File: config.mk
export PLATFORM = sky130hd
export DESIGN_NAME = core_inst_ctrl_flat
export DESIGN_NICKNAME = d
export VERILOG_FILES = /design/src/rtl/core_inst_ctrl_if.sv /design/src/rtl/core_inst_ctrl.sv /design/src/flat_wrapper.sv
export SDC_FILE = /design/constraint.sdc
export NUM_CORES = 1
export LEC_CHECK = 0
export ABC_CLOCK_PERIOD_IN_PS = 4100
export BUFFER_PORTS_ARGS = -buffer_cell sky130_fd_sc_hd__buf_2
export CAP_MARGIN = 20
export CORE_UTILIZATION = 48
export CTS_CLUSTER_SIZE = 25
export DETAILED_ROUTE_END_ITERATION = 6
export GPL_TIMING_DRIVEN = 0
export HOLD_SLACK_MARGIN = 0.05
export PLACE_DENSITY_LB_ADDON = 0.3
export SYNTH_ARGS = -nofsm -noshare
export SYNTH_HDL_FRONTEND = slang
export SYNTH_SLANG_ARGS = --single-unit
File: constraint.sdc
create_clock -name clk -period 4.1 [get_ports clk]
set_clock_uncertainty 0.2 [all_clocks]
set_input_delay 0.82 -clock clk [delete_from_list [all_inputs] [get_ports clk]]
set_output_delay 0.82 -clock clk [all_outputs]
set_load 0.02 [all_outputs]
File: src/rtl/core_inst_ctrl_if.sv
// ---------------------------------------------------------------------------
// core_inst_ctrl_if
//   Bundles the instruction word, the OFIFO/L0 status inputs and every decoded
//   control output of core_inst_ctrl.
//   master : instruction source (drives inst, ofifo_valid, l0_full)
//   slave  : core_inst_ctrl (drives SRAM controls, strobes, phase, err)
//   When INST_CTRL_PERF_EN is defined, the exec_cycles / stall_cycles
//   counters are carried as extra slave outputs.
// ---------------------------------------------------------------------------
interface core_inst_ctrl_if #(
  parameter int addr_w = 11
);
  logic [33:0]       inst;
  logic              ofifo_valid;
  logic              l0_full;

  logic              xmem_cen;
  logic              xmem_wen;
  logic [addr_w-1:0] xmem_a;
  logic              pmem_cen;
  logic              pmem_wen;
  logic [addr_w-1:0] pmem_a;
  logic              l0_wr;
  logic              l0_rd;
  logic              ififo_wr;
  logic              ififo_rd;
  logic              ofifo_rd;
  logic              pe_load;
  logic              pe_execute;
  logic              sfp_acc;
  logic [2:0]        phase;
  logic              err;
  logic [2:0]        err_code;

`ifdef INST_CTRL_PERF_EN
  logic [31:0]       exec_cycles;
  logic [31:0]       stall_cycles;

  modport master (
    output inst, ofifo_valid, l0_full,
    input  xmem_cen, xmem_wen, xmem_a, pmem_cen, pmem_wen, pmem_a,
           l0_wr, l0_rd, ififo_wr, ififo_rd, ofifo_rd,
           pe_load, pe_execute, sfp_acc, phase, err, err_code,
           exec_cycles, stall_cycles
  );
  modport slave (
    input  inst, ofifo_valid, l0_full,
    output xmem_cen, xmem_wen, xmem_a, pmem_cen, pmem_wen, pmem_a,
           l0_wr, l0_rd, ififo_wr, ififo_rd, ofifo_rd,
           pe_load, pe_execute, sfp_acc, phase, err, err_code,
           exec_cycles, stall_cycles
  );
`else
  modport master (
    output inst, ofifo_valid, l0_full,
    input  xmem_cen, xmem_wen, xmem_a, pmem_cen, pmem_wen, pmem_a,
           l0_wr, l0_rd, ififo_wr, ififo_rd, ofifo_rd,
           pe_load, pe_execute, sfp_acc, phase, err, err_code
  );
  modport slave (
    input  inst, ofifo_valid, l0_full,
    output xmem_cen, xmem_wen, xmem_a, pmem_cen, pmem_wen, pmem_a,
           l0_wr, l0_rd, ififo_wr, ififo_rd, ofifo_rd,
           pe_load, pe_execute, sfp_acc, phase, err, err_code
  );
`endif
endinterface

File: src/rtl/core_inst_ctrl.sv
// ---------------------------------------------------------------------------
// core_inst_ctrl
//   Registers the 34-bit core instruction word and decodes it into xmem/pmem
//   SRAM controls, L0/IFIFO/OFIFO strobes, PE load/execute and SFP acc
//   enables. An FSM tracks the kernel-load / flush / execute / drain /
//   accumulate phase, and a sticky flag records the first protocol error.
//
//   Ports
//     clk    : clock, rising edge
//     reset  : synchronous, active-low
//     bus    : core_inst_ctrl_if.slave (inst, ofifo_valid, l0_full in;
//              SRAM controls, strobes, phase, err, err_code out)
//
//   inst layout: [33]acc [32]CEN_p [31]WEN_p [30:20]A_p [19]CEN_x [18]WEN_x
//                [17:7]A_x [6]ofifo_rd [5]ififo_wr [4]ififo_rd [3]l0_rd
//                [2]l0_wr [1]execute [0]load
//
//   Optional: define INST_CTRL_PERF_EN to add exec_cycles / stall_cycles.
// ---------------------------------------------------------------------------
module core_inst_ctrl #(
  parameter int row      = 8,
  parameter int col      = 8,
  parameter int addr_w   = 11,
  parameter int sram_lat = 1
) (
  input  logic            clk,
  input  logic            reset,
  core_inst_ctrl_if.slave bus
);

  typedef enum logic [2:0] {
    IDLE   = 3'd0,
    KLOAD  = 3'd1,
    KFLUSH = 3'd2,
    EXEC   = 3'd3,
    DRAIN  = 3'd4,
    ACC    = 3'd5
  } phase_e;

  localparam int FW = $clog2(row + 1);
  localparam int KW = $clog2(col + row + 1);
  localparam logic [FW-1:0] FLUSH_LAST = FW'(row - 1);
  localparam logic [KW-1:0] KLOAD_MAX  = KW'(col + row);

  // Instruction field decode
  logic acc_i, load_i, exec_i, l0_wr_i;
  assign acc_i   = bus.inst[33];
  assign l0_wr_i = bus.inst[2];
  assign exec_i  = bus.inst[1];
  assign load_i  = bus.inst[0];

  // Registered decode stage
  logic              xmem_cen_q, xmem_wen_q, pmem_cen_q, pmem_wen_q;
  logic [addr_w-1:0] xmem_a_q, pmem_a_q;
  logic              l0_rd_q, ififo_wr_q, ififo_rd_q, ofifo_rd_q;
  logic              pe_load_q, pe_execute_q, sfp_acc_q;
  // l0_wr rides an extra sram_lat stages so it lines up with xmem read data.
  logic [sram_lat:0] l0_wr_pipe_q;

  phase_e            state_q, state_d;
  logic [FW-1:0]     flush_cnt_q, flush_cnt_d;
  logic [KW-1:0]     kload_cnt_q, kload_cnt_d;

  logic              err_q;
  logic [2:0]        err_code_q;
  logic [5:1]        err_hit;
  logic [2:0]        first_code;

  // Output-side gating, evaluated against the status seen in the output cycle
  logic l0_wr_gated, ofifo_rd_gated;
  assign l0_wr_gated    = l0_wr_pipe_q[sram_lat] & bus.l0_full;
  assign ofifo_rd_gated = ofifo_rd_q & ~bus.ofifo_valid;

  // NOTE: registers use non-blocking assignments so every flop samples the
  // pre-edge value of its sources regardless of statement order; reset is
  // synchronous, so it lives inside the clocked branch rather than the
  // sensitivity list.
  always_ff @(posedge clk) begin
    if (!reset) begin
      xmem_cen_q   <= 1'b1;
      xmem_wen_q   <= 1'b1;
      pmem_cen_q   <= 1'b1;
      pmem_wen_q   <= 1'b1;
      xmem_a_q     <= '0;
      pmem_a_q     <= '0;
      l0_rd_q      <= 1'b0;
      ififo_wr_q   <= 1'b0;
      ififo_rd_q   <= 1'b0;
      ofifo_rd_q   <= 1'b0;
      pe_load_q    <= 1'b0;
      pe_execute_q <= 1'b0;
      sfp_acc_q    <= 1'b0;
      l0_wr_pipe_q <= '0;
      state_q      <= IDLE;
      flush_cnt_q  <= '0;
      kload_cnt_q  <= '0;
      err_q        <= 1'b0;
      err_code_q   <= 3'd0;
    end else begin
      xmem_cen_q   <= bus.inst[19];
      xmem_wen_q   <= bus.inst[18];
      xmem_a_q     <= addr_w'(bus.inst[17:7]);
      pmem_cen_q   <= bus.inst[32];
      pmem_wen_q   <= bus.inst[31];
      pmem_a_q     <= addr_w'(bus.inst[30:20]);
      l0_rd_q      <= bus.inst[3];
      ififo_rd_q   <= bus.inst[4];
      ififo_wr_q   <= bus.inst[5];
      ofifo_rd_q   <= bus.inst[6];
      // Simultaneous load and execute is ambiguous: drive neither.
      pe_load_q    <= load_i & ~exec_i;
      pe_execute_q <= exec_i & ~load_i;
      sfp_acc_q    <= acc_i;
      l0_wr_pipe_q[0] <= l0_wr_i;
      for (int i = 1; i <= sram_lat; i++) begin
        l0_wr_pipe_q[i] <= l0_wr_pipe_q[i-1];
      end
      state_q      <= state_d;
      flush_cnt_q  <= flush_cnt_d;
      kload_cnt_q  <= kload_cnt_d;
      // Only the first error is kept; later ones never overwrite the code.
      if (!err_q && (|err_hit)) begin
        err_q      <= 1'b1;
        err_code_q <= first_code;
      end
    end
  end

  // NOTE: every always_comb target gets a default before any branching, so
  // no path leaves a value unassigned and no latch is inferred.
  always_comb begin
    state_d     = state_q;
    flush_cnt_d = flush_cnt_q;
    kload_cnt_d = kload_cnt_q;
    unique case (state_q)
      IDLE: begin
        if (load_i) begin
          state_d     = KLOAD;
          kload_cnt_d = '0;
        end else if (exec_i) begin
          state_d = EXEC;
        end else if (acc_i) begin
          state_d = ACC;
        end
      end
      KLOAD: begin
        if (kload_cnt_q != KLOAD_MAX) kload_cnt_d = kload_cnt_q + 1'b1;
        if (!load_i) begin
          state_d     = KFLUSH;
          flush_cnt_d = '0;
        end
      end
      KFLUSH: begin
        // An early execute is honoured (and flagged) rather than dropped.
        if (exec_i)                          state_d = EXEC;
        else if (flush_cnt_q == FLUSH_LAST)  state_d = IDLE;
        else                                 flush_cnt_d = flush_cnt_q + 1'b1;
      end
      EXEC:    if (!exec_i)          state_d = DRAIN;
      DRAIN:   if (!bus.ofifo_valid) state_d = IDLE;
      ACC:     if (!acc_i)           state_d = IDLE;
      default: state_d = IDLE;
    endcase
  end

  // Error detection; the lowest code wins when several fire together.
  always_comb begin
    err_hit[1] = load_i & exec_i;
    err_hit[2] = exec_i & (state_q == KFLUSH);
    err_hit[3] = l0_wr_gated;
    err_hit[4] = ofifo_rd_gated;
    err_hit[5] = acc_i & ((state_q == EXEC) || (state_q == DRAIN));
    first_code = 3'd0;
    for (int c = 5; c >= 1; c--) begin
      if (err_hit[c]) first_code = 3'(c);
    end
  end

  assign bus.xmem_cen   = xmem_cen_q;
  assign bus.xmem_wen   = xmem_wen_q;
  assign bus.xmem_a     = xmem_a_q;
  assign bus.pmem_cen   = pmem_cen_q;
  assign bus.pmem_wen   = pmem_wen_q;
  assign bus.pmem_a     = pmem_a_q;
  assign bus.l0_wr      = l0_wr_pipe_q[sram_lat] & ~bus.l0_full;
  assign bus.l0_rd      = l0_rd_q;
  assign bus.ififo_wr   = ififo_wr_q;
  assign bus.ififo_rd   = ififo_rd_q;
  assign bus.ofifo_rd   = ofifo_rd_q & bus.ofifo_valid;
  assign bus.pe_load    = pe_load_q;
  assign bus.pe_execute = pe_execute_q;
  assign bus.sfp_acc    = sfp_acc_q;
  assign bus.phase      = state_q;
  assign bus.err        = err_q;
  assign bus.err_code   = err_code_q;

`ifdef INST_CTRL_PERF_EN
  logic [31:0] exec_cycles_q, stall_cycles_q;
  logic        pe_clash_q;

  always_ff @(posedge clk) begin
    if (!reset) begin
      exec_cycles_q  <= '0;
      stall_cycles_q <= '0;
      pe_clash_q     <= 1'b0;
    end else begin
      pe_clash_q     <= load_i & exec_i;
      exec_cycles_q  <= exec_cycles_q + 32'(state_q == EXEC);
      stall_cycles_q <= stall_cycles_q
                        + 32'(l0_wr_gated | ofifo_rd_gated | pe_clash_q);
    end
  end

  assign bus.exec_cycles  = exec_cycles_q;
  assign bus.stall_cycles = stall_cycles_q;
`endif

endmodule

File: src/flat_wrapper.sv
// flat-port wrapper written by rule: the top's interface ports become plain ports
module core_inst_ctrl_flat 
#(
  parameter int row      = 8,
  parameter int col      = 8,
  parameter int addr_w   = 11,
  parameter int sram_lat = 1
)
  (clk, reset, bus_inst, bus_ofifo_valid, bus_l0_full, bus_xmem_cen, bus_xmem_wen, bus_xmem_a, bus_pmem_cen, bus_pmem_wen, bus_pmem_a, bus_l0_wr, bus_l0_rd, bus_ififo_wr, bus_ififo_rd, bus_ofifo_rd, bus_pe_load, bus_pe_execute, bus_sfp_acc, bus_phase, bus_err, bus_err_code);
  core_inst_ctrl_if #(.addr_w(addr_w)) bus_i ();
  input  logic clk;
  input  logic reset;
  input wire logic [$bits(bus_i.inst)-1:0] bus_inst;
  input wire logic [$bits(bus_i.ofifo_valid)-1:0] bus_ofifo_valid;
  input wire logic [$bits(bus_i.l0_full)-1:0] bus_l0_full;
  output wire logic [$bits(bus_i.xmem_cen)-1:0] bus_xmem_cen;
  output wire logic [$bits(bus_i.xmem_wen)-1:0] bus_xmem_wen;
  output wire logic [$bits(bus_i.xmem_a)-1:0] bus_xmem_a;
  output wire logic [$bits(bus_i.pmem_cen)-1:0] bus_pmem_cen;
  output wire logic [$bits(bus_i.pmem_wen)-1:0] bus_pmem_wen;
  output wire logic [$bits(bus_i.pmem_a)-1:0] bus_pmem_a;
  output wire logic [$bits(bus_i.l0_wr)-1:0] bus_l0_wr;
  output wire logic [$bits(bus_i.l0_rd)-1:0] bus_l0_rd;
  output wire logic [$bits(bus_i.ififo_wr)-1:0] bus_ififo_wr;
  output wire logic [$bits(bus_i.ififo_rd)-1:0] bus_ififo_rd;
  output wire logic [$bits(bus_i.ofifo_rd)-1:0] bus_ofifo_rd;
  output wire logic [$bits(bus_i.pe_load)-1:0] bus_pe_load;
  output wire logic [$bits(bus_i.pe_execute)-1:0] bus_pe_execute;
  output wire logic [$bits(bus_i.sfp_acc)-1:0] bus_sfp_acc;
  output wire logic [$bits(bus_i.phase)-1:0] bus_phase;
  output wire logic [$bits(bus_i.err)-1:0] bus_err;
  output wire logic [$bits(bus_i.err_code)-1:0] bus_err_code;
  assign bus_i.inst = bus_inst;
  assign bus_i.ofifo_valid = bus_ofifo_valid;
  assign bus_i.l0_full = bus_l0_full;
  assign bus_xmem_cen = bus_i.xmem_cen;
  assign bus_xmem_wen = bus_i.xmem_wen;
  assign bus_xmem_a = bus_i.xmem_a;
  assign bus_pmem_cen = bus_i.pmem_cen;
  assign bus_pmem_wen = bus_i.pmem_wen;
  assign bus_pmem_a = bus_i.pmem_a;
  assign bus_l0_wr = bus_i.l0_wr;
  assign bus_l0_rd = bus_i.l0_rd;
  assign bus_ififo_wr = bus_i.ififo_wr;
  assign bus_ififo_rd = bus_i.ififo_rd;
  assign bus_ofifo_rd = bus_i.ofifo_rd;
  assign bus_pe_load = bus_i.pe_load;
  assign bus_pe_execute = bus_i.pe_execute;
  assign bus_sfp_acc = bus_i.sfp_acc;
  assign bus_phase = bus_i.phase;
  assign bus_err = bus_i.err;
  assign bus_err_code = bus_i.err_code;
  core_inst_ctrl #(.row(row), .col(col), .addr_w(addr_w), .sram_lat(sram_lat)) u_core (.clk(clk), .reset(reset), .bus(bus_i));
endmodule
==> results by stage <==
Outcome:
- The run finished with clean final reports.

Logic synthesis:
- The portion of the post-synthesis area used by sequential elements is 55.51%.
- The number of synthesized flops with an enable pin is 0.
- The share of Yosys cell area claimed by the top area cell type is 55.51%.
- Counting flops and latches in the post-synthesis netlist gives 46.
- The cell area that synthesis handed to floorplanning was 1659 um^2.
- In the synthesized netlist the dominant register cell turns out to be sky130_fd_sc_hd__dfxtp_1.
- The share of synthesized flip-flops with an asynchronous set or reset is 0%.
- The average size of a mapped cell is 10.30 um^2.
- The synthesized netlist cell count is 161.
- The leading area contributor after synthesis is sky130_fd_sc_hd__dfxtp_1.
- The net count of the mapped netlist is 200.
- The number of warnings reported in the yosys synthesis log is 0.
- The number of different library cells used by synthesis comes to 36.
- Sorting the synthesized cells by area gives the leading types as sky130_fd_sc_hd__dfxtp_1 (56%), sky130_fd_sc_hd__and2_1 (11%), sky130_fd_sc_hd__mux2i_1 (3.0%).

Placed design:
- The count of buffers added on input and output ports is 77.
- The number of placed instances, taps included is 282.
- The HPWL after detailed placement is 2.401 mm.
- Prior to clock tree synthesis, the placed netlist has a worst setup slack of 1.708 ns.
- Once placement finished, the instance area stood at 2100 um^2.
- The final weighted congestion in routability-driven placement is 0.8336.

Power and ir drop:
- The final total power is 1.178 mW.
- In this run, the combinational gates consume 27.5% of the power.
- Summed over all nets, the switching power comes to 341.4 uW.
- The clock network is responsible for 29.2% of the overall power.
- The fraction of power spent switching nets is 28.98%.
- The worst voltage drop across the vdd grid is 327.8 uV.
- The internal power summed over all cells is 836.6 uW.
- Summed over all cells, the static leakage comes to 1.091 nW.
- Of the total power, registers draw 43.3%.
- Power spread over the standard cell area amounts to 532.8 nW/um^2.

Worst setup path:
- The number of buffers and inverters on the critical path is 2.
- The cell type of the slowest stage on the worst timing path is sky130_fd_sc_hd__buf_2.
- The worst reg2reg path depth is 5.
- The delay of the slowest cell on the worst path is 0.15 ns.
- The cell family contributing the most delay on the critical path is buffers and inverters.
- The logic depth of the worst path, buffers included is 3.
- The arrival time reported for the critical path endpoint is 1.22 ns.
- The termination of the worst setup path is bus_ofifo_rd.
- The critical path is of the input pin to output pin type.
- The startpoint identified for the worst register-to-register timing path is u_core.flush_cnt_q[0].
- STA classifies the critical path endpoint as an output pin.
- The largest driver fanout on the critical path is 3.
- The internal reg-to-reg setup slack is 2.17 ns.
- The cell with the most instances on the worst path is sky130_fd_sc_hd__buf_2.
- The signal on the critical path passes through buf_2 > and2_1 > buf_2.
- The critical path starts at bus_ofifo_valid.
- The kind of start point of the critical path is an input pin.
- The critical register-to-register path endpoint is u_core.bus.phase[2].
- STA puts the critical path data required time at 3.08 ns.

CTS:
- The clock latency on the worst-skew pair is 0.34 ns.
- Post-CTS repair changed the size of 0 cells.
- The clock tree buffer depth is 2.
- In this run, CTS created clock tree buffers numbering 5.
- The H-tree depth reported by CTS is 2.
- The post-CTS setup-driven buffer insertion count is 0.
- The clock-pin slew of the registers on the worst-case setup and hold paths is 0.13 ns.
- The TritonCTS clock tree is built.
- CTS saw 46 sinks.
- CTS placed an instance of sky130_fd_sc_hd__clkbuf_4 at the clock tree root.
- The count of hold-fix buffers inserted at cts is 0.

Finish:
- In the final layout, the multi-input gates occupy 675.6 um^2.
- After the flow finishes, the layout carries non-filler instances totaling 290.
- The top cell types in the final layout, fill and taps aside, are sky130_fd_sc_hd__buf_2 (79), sky130_fd_sc_hd__dfxtp_1 (46), sky130_fd_sc_hd__and2_1 (30).
- The storage element area is 920.9 um^2.
- After the last flow step, the layout net total stands at 284.
- The layout cell share with drive strength beyond 1 is 38.62%.
- 0 antenna diodes ended up in the layout.
- The number of fill cells in the layout is 275.
- The post-layout instance area is 2211 um^2.
- Cells fill 70.12% of the core in the end.
- The library cell used most frequently in the layout, excluding fill and tap cells, is sky130_fd_sc_hd__buf_2.
- The post-synthesis to final-layout area growth is 33.26%.

STA:
- The final critical delay including setup and external delays is 2.237 ns.
- The worst path setup slack after routing is 1.863 ns.
- The final-report hold violation count was 0.
- In the finished design, the share of the clock period the worst path needs comes to 54.56%.
- The headroom to the max-slew limit is 66.43%.
- Setup repair after global routing left no endpoint under its margin.
- Setup violations remaining at the end of the flow were counted as 0.
- Based on the critical path, the design can be clocked at up to 0.4471 GHz.
- After routing, the total negative slack on setup checks comes to 0 ns.
- The final number of max-transition violations was 0.
- The worst hold margin is 0.2576 ns.
- At the pin with the least slew margin, the transition time is 0.5025 ns.

Route:
- Dividing the detail-routed via count by the number of cells gives 4.928.
- Once detail routing completed, the nets flagged for antenna violations numbered 0.
- Detailed routing inserted a total of 1429 vias.
- After detailed routing, the number of remaining DRC violations is 0.
- The count of TritonRoute iterations in the first routing pass is 4.
- For this block, the initial DRC count from the detailed router was 90.
- The routed length per instance is 11.23 um.
- The routed design has 3.258 mm of wire.

Global route:
- Global routing consumed, over all layers together, 18.78% of the routing resources.
- The via count of the first global-routing pass is 1198.
- The pin count of the biggest net entering global routing is 15.
- The first-pass GRT wire length is 4.926 mm.
- For this run the aggregate overflow at the end of global routing stands at 0.
- The initial antenna violation count was 0.

Floorplanning:
- In this run the core area contains 20 standard-cell rows.
- The die span in x is 60.79 um.
- The core box area is 3153 um^2.
- The number of ports placed on the die boundary is 79.
- Once the floorplan was initialized, standard cells occupied 52.62% of the core.
- The area of the die is 3695 um^2.
- The vertical die dimension is 60.79 um.

Flow run:
- The tool flagged a number of max-cap violations equal to 0.

Min path:
- In this run the worst hold path is classified as flop to flop.
## worst register-to-register path, stage by stage (launching register included)
cell and delay, ns:
sky130_fd_sc_hd__dfxtp_1 0.36, sky130_fd_sc_hd__ha_1 0.21, sky130_fd_sc_hd__and3b_1 0.19, sky130_fd_sc_hd__or4_4 0.46, sky130_fd_sc_hd__nor3b_1 0.21, sky130_fd_sc_hd__o211a_1 0.22
## cell families after synthesis
kind of cell	count (synthesis)	share of synthesized area, %
DFF	46	55.51
adders and majority gates	1	0.7540
muxes	5	3.017
and+or+nand+nor	74	27.30
buffers and inverters	14	3.771
AOI/OAI and AO/OA	21	9.653
## power groups by stage
stage | Sequential (mW) | Clock [mW] | Combinational, mW
6_report | 0.510 | 0.344 | 0.324
5_1_grt | 0.516 | 0.372 | 0.353
4_1_cts | 0.511 | 0.353 | 0.326
3_5_place_dp | 0.521 | 0 | 0.325
3_3_place_gp | 0.518 | 0 | 0.319
2_1_floorplan | 0.567 | 0 | 0.187
## cells in the mapped netlist (3+ instances only)
cell                       count
sky130_fd_sc_hd__nor3b_1       3
sky130_fd_sc_hd__inv_1         4
sky130_fd_sc_hd__mux2i_1       5
sky130_fd_sc_hd__and3b_1       3
sky130_fd_sc_hd__dfxtp_1      46
sky130_fd_sc_hd__nand3_1       3
sky130_fd_sc_hd__a21oi_1       3
sky130_fd_sc_hd__and2_1       30
sky130_fd_sc_hd__clkbuf_1      7
sky130_fd_sc_hd__nand2b_1      7
sky130_fd_sc_hd__nor2_1        5
sky130_fd_sc_hd__o21ai_0       3
sky130_fd_sc_hd__nand2_1      11
## worst min-delay path by stage
stage | startpoint | endpoint | cells after the start
2_1_floorplan | u_core.l0_wr_pipe_q[0] | u_core.l0_wr_pipe_q[1] | 1
3_3_place_gp | u_core.l0_wr_pipe_q[0] | u_core.l0_wr_pipe_q[1] | 1
3_5_place_dp | u_core.l0_wr_pipe_q[0] | u_core.l0_wr_pipe_q[1] | 1
4_1_cts | u_core.l0_wr_pipe_q[0] | u_core.l0_wr_pipe_q[1] | 1
5_1_grt | u_core.l0_wr_pipe_q[0] | u_core.l0_wr_pipe_q[1] | 1
6_report | u_core.l0_wr_pipe_q[0] | u_core.l0_wr_pipe_q[1] | 1
## flip-flops by register name (all words and copies together) (netlist names), 2 cells and up
name                 cells
u_core.flush_cnt_q       4
u_core.bus.pmem_a       11
u_core.l0_wr_pipe_q      2
u_core.bus.err_code      3
u_core.bus.phase         3
u_core.bus.xmem_a       11
## area by class of cell
class	instances	area share (%)
Buffer	10	2.151
Timing Repair Buffer	77	17.43
Tap cell	44	2.490
Clock buffer	6	2.320
Sequential cell	46	41.65
Multi-Input combinational cell	101	30.56
Inverter	4	0.6791
Clock inverter	2	2.716
## layer usage
layer	vias up	global-route usage (%)	routed length (um)
met5	-	0	0
met4	0	8.766	66
met3	6	6.397	226
met2	64	32.81	1605
met1	652	20.45	1359
li1	707	-	-
No activity file was read; power rests on OpenSTA's default activity.
